### src/rtl/tdm_demux4.sv
// Receive side of a 4-slot TDM link: aligns to SYNC, stages slots 0..2 and
// publishes complete frames on Q0..Q3 together with a FRAME_DONE pulse.
module tdm_demux4 #(
    parameter int unsigned WIDTH = 8
) (
    input  logic             CLK,
    input  logic             RST,
    input  logic [WIDTH-1:0] DIN,
    input  logic             VALID,
    input  logic             SYNC,
    output logic [WIDTH-1:0] Q0,
    output logic [WIDTH-1:0] Q1,
    output logic [WIDTH-1:0] Q2,
    output logic [WIDTH-1:0] Q3,
    output logic [1:0]       CH,
    output logic             LOCKED,
    output logic             FRAME_DONE,
    output logic             SYNC_ERR
);

    typedef enum logic [0:0] {StHunt, StLock} state_e;

    state_e           state_q, state_d;
    logic [1:0]       ch_q, ch_d;
    logic [WIDTH-1:0] s0_q, s1_q, s2_q, s0_d, s1_d, s2_d;
    logic [WIDTH-1:0] q0_q, q1_q, q2_q, q3_q, q0_d, q1_d, q2_d, q3_d;
    logic             frame_done_q, frame_done_d;
    logic             sync_err_q, sync_err_d;

    always_ff @(posedge CLK or posedge RST) begin
        if (RST) begin
            state_q      <= StHunt;
            ch_q         <= '0;
            s0_q         <= '0;
            s1_q         <= '0;
            s2_q         <= '0;
            q0_q         <= '0;
            q1_q         <= '0;
            q2_q         <= '0;
            q3_q         <= '0;
            frame_done_q <= 1'b0;
            sync_err_q   <= 1'b0;
        end else begin
            state_q      <= state_d;
            ch_q         <= ch_d;
            s0_q         <= s0_d;
            s1_q         <= s1_d;
            s2_q         <= s2_d;
            q0_q         <= q0_d;
            q1_q         <= q1_d;
            q2_q         <= q2_d;
            q3_q         <= q3_d;
            frame_done_q <= frame_done_d;
            sync_err_q   <= sync_err_d;
        end
    end

    always_comb begin
        state_d      = state_q;
        ch_d         = ch_q;
        s0_d         = s0_q;
        s1_d         = s1_q;
        s2_d         = s2_q;
        q0_d         = q0_q;
        q1_d         = q1_q;
        q2_d         = q2_q;
        q3_d         = q3_q;
        frame_done_d = 1'b0;
        sync_err_d   = 1'b0;
        if (VALID) begin
            unique case (state_q)
                StHunt: begin
                    if (SYNC) begin
                        s0_d    = DIN;
                        ch_d    = 2'd1;
                        state_d = StLock;
                    end
                end
                StLock: begin
                    if (SYNC) begin
                        // Early sync abandons the partial frame and restarts at slot 0.
                        sync_err_d = (ch_q != 2'd0);
                        s0_d       = DIN;
                        ch_d       = 2'd1;
                    end else begin
                        unique case (ch_q)
                            2'd0: begin
                                sync_err_d = 1'b1;
                                state_d    = StHunt;
                                ch_d       = 2'd0;
                            end
                            2'd1: begin
                                s1_d = DIN;
                                ch_d = 2'd2;
                            end
                            2'd2: begin
                                s2_d = DIN;
                                ch_d = 2'd3;
                            end
                            2'd3: begin
                                q0_d         = s0_q;
                                q1_d         = s1_q;
                                q2_d         = s2_q;
                                q3_d         = DIN;
                                frame_done_d = 1'b1;
                                ch_d         = 2'd0;
                            end
                        endcase
                    end
                end
                default: state_d = StHunt;
            endcase
        end
    end

    assign Q0         = q0_q;
    assign Q1         = q1_q;
    assign Q2         = q2_q;
    assign Q3         = q3_q;
    assign CH         = ch_q;
    assign LOCKED     = (state_q == StLock);
    assign FRAME_DONE = frame_done_q;
    assign SYNC_ERR   = sync_err_q;

endmodule
### config.mk
export PLATFORM = sky130hd
export DESIGN_NAME = tdm_demux4
export DESIGN_NICKNAME = d
export VERILOG_FILES = /design/src/rtl/tdm_demux4.sv
export SDC_FILE = /design/constraint.sdc
export NUM_CORES = 1
export LEC_CHECK = 0
export BUFFER_PORTS_ARGS = -buffer_cell sky130_fd_sc_hd__buf_2
export CORE_UTILIZATION = 55
export CTS_BUF_LIST = sky130_fd_sc_hd__clkbuf_8
export DETAILED_ROUTE_END_ITERATION = 10
export GPL_ROUTABILITY_DRIVEN = 0
export PLACE_DENSITY_LB_ADDON = 0.12
export SETUP_SLACK_MARGIN = 0.1
export SYNTH_ARGS = -nofsm -noshare
export SYNTH_HDL_FRONTEND = slang
export SYNTH_SLANG_ARGS = --single-unit
### constraint.sdc
create_clock -name CLK -period 3.7 [get_ports CLK]
set_input_delay 0.37 -clock CLK [delete_from_list [all_inputs] [get_ports CLK]]
set_output_delay 0.37 -clock CLK [all_outputs]
set_load 0.02 [all_outputs]
# After elaboration in Yosys (flattened, before gate mapping)
# Cells that the tools add are included.
[word_totals]
wordCells = 42
input_bits = 12
ff_bits = 61
out_inout_bits = 37
[classes]
eq_ne = 4
bitwise = 2
reduce_logical = 8
muxes = 17
[ops]
columns = ["op", "n"]
rows = [
  ["AND reduction 4 bit", 3],
  ["2-to-1 mux 1 bit", 11],
  ["2-to-1 mux 8 bit", 1],
  ["one-hot mux 2 bit (3 select lines)", 1],
  ["== test 2 bit (second input constant)", 2],
  ["2-to-1 mux 2 bit", 2],
  ["one-hot mux 2 bit (2 select lines)", 1],
  ["AND reduction 2 bit", 2],
  ["== test 2 x 1 -> 1 bit (second input constant)", 1],
  ["zero test 2 bit", 1],
  ["inequality test 2 bit (second input constant)", 1],
  ["NOT 1 bit", 2],
  ["one-hot mux 1 bit (2 select lines)", 1],
  ["nonzero test 2 bit", 1],
  ["OR reduction 2 bit", 1],
]

# Longest topological paths before layout
[depth]
depth_word = 5
mapped_depth = 4
ltp_nobuf = 4

# Worst setup path after synthesis
# OpenSTA, ideal clock, no wires.
[synth_timing]
path_kind = "reg-to-reg"
startpoint = "register ch_q[0], in the netlist CH[0]"
endpoint = "register q0_q[0], in the netlist Q0[0]"
n_path_buf = 1
t_required_ns = 3.575
arrival_time_ns = 1.367
slack_ns = 2.208
stages_incl_launch_ff = 5
setup_ns = 0.125
cell_sequence = "dfrtp_1 -> ha_1 -> nand4b_4 -> buf_6 -> mux2_4"
[synth_between]
elab_chain_len = 2
[synth_rtl]
columns = ["element", "line", "text"]
rows = [
  ["start, declared", "24", "logic [1:0] ch_q, ch_d;"],
  ["start signal, assigned", "45", "ch_q <= ch_d;"],
  ["== test 2 bit", "86", "unique case (ch_q)"],
  ["AND reduction 4 bit (no line)", "-", ""],
  ["end signal, assigned", "49", "q0_q <= q0_d;"],
  ["end, declared", "26", "logic [WIDTH-1:0] q0_q, q1_q, q2_q, q3_q, q0_d, q1_d, q2_d, q3_d;"],
]
# Every way passes these cells.
# A chain may end at the register's enable or synchronous reset.

# Worst setup path after layout
[layout_timing]
startpoint = "register ch_q[1], in the netlist CH[1]"
endpoint = "register q0_q[2], in the netlist Q0[2]"
# The elaborated chain is that of the path after synthesis.

==> results by group <==
Synthesis
  • Top-area cell type share of the netlist area: 0.600
  • Yosys warns: 0
  • Combinational family with the most area after synthesis: multiplexers
  • Fraction of the mapped netlist area in adder cells: 0.0295
  • Top post-synthesis cells by area: dfrtp_1 60%, mux2_4 17%, mux2_2 12%, ha_1 2.9%, buf_6 1.8%
  • Number of cells produced by synthesis: 149
  • Share of synthesized registers carrying an async set or reset: 1.00
  • Average size of a mapped cell: 17.1 um2
  • Syn nets: roughly 170
  • Multiplexer share of the synthesized area: 0.291
  • Synth top cells by count: 61 x dfrtp_1, 29 x mux2_4, 27 x mux2_2
  • Compound-gate portion of the synthesized area: 0.00787
  • Area share of and/or/nand/nor cells after synthesis: 0.0413
  • Sequential element share of the synthesized area: 0.600
  • Primary FF master, synth: dfrtp_1
  • Count of flip-flops with a built-in enable after synthesis: 0
  • Number of storage elements in the synthesis netlist: between 60 and 70
  • Most numerous cell in the Yosys netlist: dfrtp_1
  • Xor/xnor share of the synthesized area: 0
  • Area leader, netlist: dfrtp_1
  • Distinct cells, synth: 19
  • Summed instance area of the synthesized netlist: 2540 um2

Floorplan
  • I/O Pins: 49
  • Floorplan die width: between 70 and 80 um
  • Effective utilization at floorplan: 0.577
  • Total die area: a little under 5000 um2
  • Number of core rows: 24
  • Core box area: approximately 4400 um2
  • Die Height: 70.0 um

Global routing
  • Wire length of the first global-routing pass: about 7.3 mm
  • Maximum number of pins on one net before global-route repair: 37
  • Global route total overflow: 0
  • Global-route track usage on met1: 0.257
  • GRT Max-Usage Layer: met2
  • GRT met3 Usage: 0.0491
  • Number of global-route vias before repair: 1452
  • Met2 track demand over resource in global routing: 0.324
  • Antenna violations before repair: 0
  • GRT Resource Usage Total: 0.203

Outcome
  • Outcome: finished, final reports clean

Drt
  • Post-detailed-route count of antenna-violating nets: 0
  • Routed wirelength normalized by instance count: roughly 17 um
  • Detailed-route DRC error count: 0
  • Starting DRC count in detailed routing: 88
  • Vias: between 1000 and 1500
  • Mean number of vias per cell: 5.34
  • Aggregate routed wire length: between 4 and 5 mm
  • Drt pass-1 iters: 4

Placed design
  • HPWL reported at the end of detailed placement: 2.98 mm
  • Count of buffers from port buffering: between 40 and 50
  • Standard cell area after detailed placement: around 2800 um2

Clock network
  • CTS buffer count: 9
  • TritonCTS clock tree: done
  • Buffer levels on the longest clock path: 2
  • H-Tree Level Count: 3
  • CTS Root Cell: clkbuf_8
  • Cts repair resizes: 0
  • Post-CTS clock slew at the launch and capture registers of the worst setup and hold paths: approximately 0.070 ns
  • Latest clock arrival within the worst-skew pair: about 0.32 ns
  • Number of buffers added for setup after CTS: 0
  • Hold buffers post-CTS: 0
  • Clock net sink count: 61

STA
  • Achievable Freq: slightly above 0.5 GHz
  • Finish-stage setup viols: 0
  • Slew Viols, Final: 0
  • Final worst path period share: 0.534
  • Shortest period the worst path allows: a little under 2 ns
  • Final Hold Fails: 0
  • Setup clock skew after layout: about 0.0065 ns
  • Relative slew slack: 0.463
  • Worst Max-Slew Pin Slew: slightly above 0.8 ns
  • Final-layout setup total negative slack: 0 ns
  • Unrepaired setup endpoints after global routing: no

Job
  • Max capacitance violation total: 0

Finish
  • Share of layout cells above drive strength 1: 0.602
  • Final instance area: a little under 3000 um2
  • Final-stage net count: 221
  • Antenna cell count: 0
  • Synth-to-Final Area Change: 16.4%

Critical path
  • Flop-to-flop setup slack: 1.73 ns
  • Slowest cell on crit path: nand4b_4
  • Worst path depth: 3
  • Data arrival at the endpoint of the critical path: ~2.2 ns
  • Peak per-stage delay on the critical path: between 0.6 and 0.7 ns
  • Worst setup SP type: flop
  • Buffer and inverter count on the worst path: 0
  • Highest net fanout along the worst path: 33
  • Family of cells with the greatest summed delay on the critical path: simple AND/OR/NAND/NOR gates
  • Crit path required time: between 3 and 4 ns
  • Length in cells of the worst reg-to-reg path: 3
  • Path type of the worst setup path: reg -> reg
  • Critical path endpoint category: flop
  • Cells along the critical path: ha_1 -> nand4b_4 -> mux2_4

Hold path
  • Class of the worst hold path: in -> async

Pwr
  • Static Leakage: between 1.5 and 2 nW
  • Power density normalized to cell area: between 800 and 900 nW/um2
  • Maximum resistive drop on vdd: 0.000374 V
==> power by group <==
part | internal, mW | switching, mW | total, mW
Combinational | 0.465 | 0.447 | 0.912
Clock | 0.267 | 0.238 | 0.506
Sequential | 0.949 | 0.176 | 1.13
Total | 1.68 | 0.862 | 2.54
==> worst reg2reg max path: cells and delay by family, from the launching register on <==
family | cells | cell delay (ns)
adders and majority gates | 1 | 0.23
and+or+nand+nor | 1 | 0.64
DFF | 1 | 0.43
muxes | 1 | 0.56
==> final timing paths <==
path,startpoint,endpoint
setup / recovery,CH[1],Q0[2]
hold / removal,RST,CH[1]
setup reg to reg,CH[1],Q0[2]
hold reg to reg,s1_q[4],Q1[4]
max in group asynchronous,RST,Q3[7]
min in group CLK,DIN[3],Q3[3]
==> cell families after synthesis <==
group	Yosys count
adder cells (fa/ha/maj)	6
AND/OR/NAND/NOR	12
multiplexers	56
flip-flops	61
AO/OA/AOI/OAI	3
buffers and inverters	11
==> area by class of cell <==
type / instances / area (um2)
Inverter: 5 / 18.8
Tap cell: 52 / 65.1
Timing Repair Buffer: 49 / 248
Fill cell: 318 / 1450
Sequential cell: 61 / 1530
Clock buffer: 11 / 151
Multi-Input combinational cell: 77 / 940
Clock inverter: 3 / 13.8
==> flip-flops by register name, indices dropped and copies added, names as in the netlist <==
name and cells:
s0_q 8, Q2 8, s1_q 8, Q1 8, s2_q 8, FRAME_DONE 1, Q0 8, LOCKED 1
SYNC_ERR 1, Q3 8, CH 2
==> layout by cell type, fill, tap and decap left out <==
| cell | n |
|---|---|
| nor3_1 | 2 |
| clkinv_2 | 2 |
| ha_1 | 6 |
| inv_2 | 1 |
| nand4b_4 | 1 |
| mux2_4 | 29 |
| buf_4 | 1 |
| nand2_2 | 1 |
| nor2_1 | 2 |
| mux2_2 | 27 |
| nand4b_2 | 2 |
| dfrtp_1 | 61 |
| inv_1 | 5 |
| nand2_1 | 1 |
| nor4bb_1 | 1 |
| buf_2 | 48 |
| nand3_1 | 1 |
| a31oi_1 | 1 |
| o221ai_1 | 1 |
| or3b_2 | 1 |
| a21oi_1 | 1 |
| clkbuf_8 | 11 |
==> per-layer routing <==
layer	routed length, um	share of wire
met3	197	0.045
met5	0	0
met1	1990	0.45
met4	76	0.017
met2	2150	0.49
==> stage by stage <==
stage	cells	utilization	power [mW]	hold WS [ns]	worst slack [ns]
3_5_place_dp	244	0.634	2.06	0.490	1.72
5_1_grt	258	0.671	2.66	0.239	1.57
6_report	258	0.671	2.54	0.166	1.73
3_3_place_gp	244	0.634	2.00	0.483	1.77
4_1_cts	258	0.671	2.57	0.183	1.72
2_1_floorplan	149	-	1.77	0.475	1.82
Note: power is estimated with default switching activity, not from simulation.
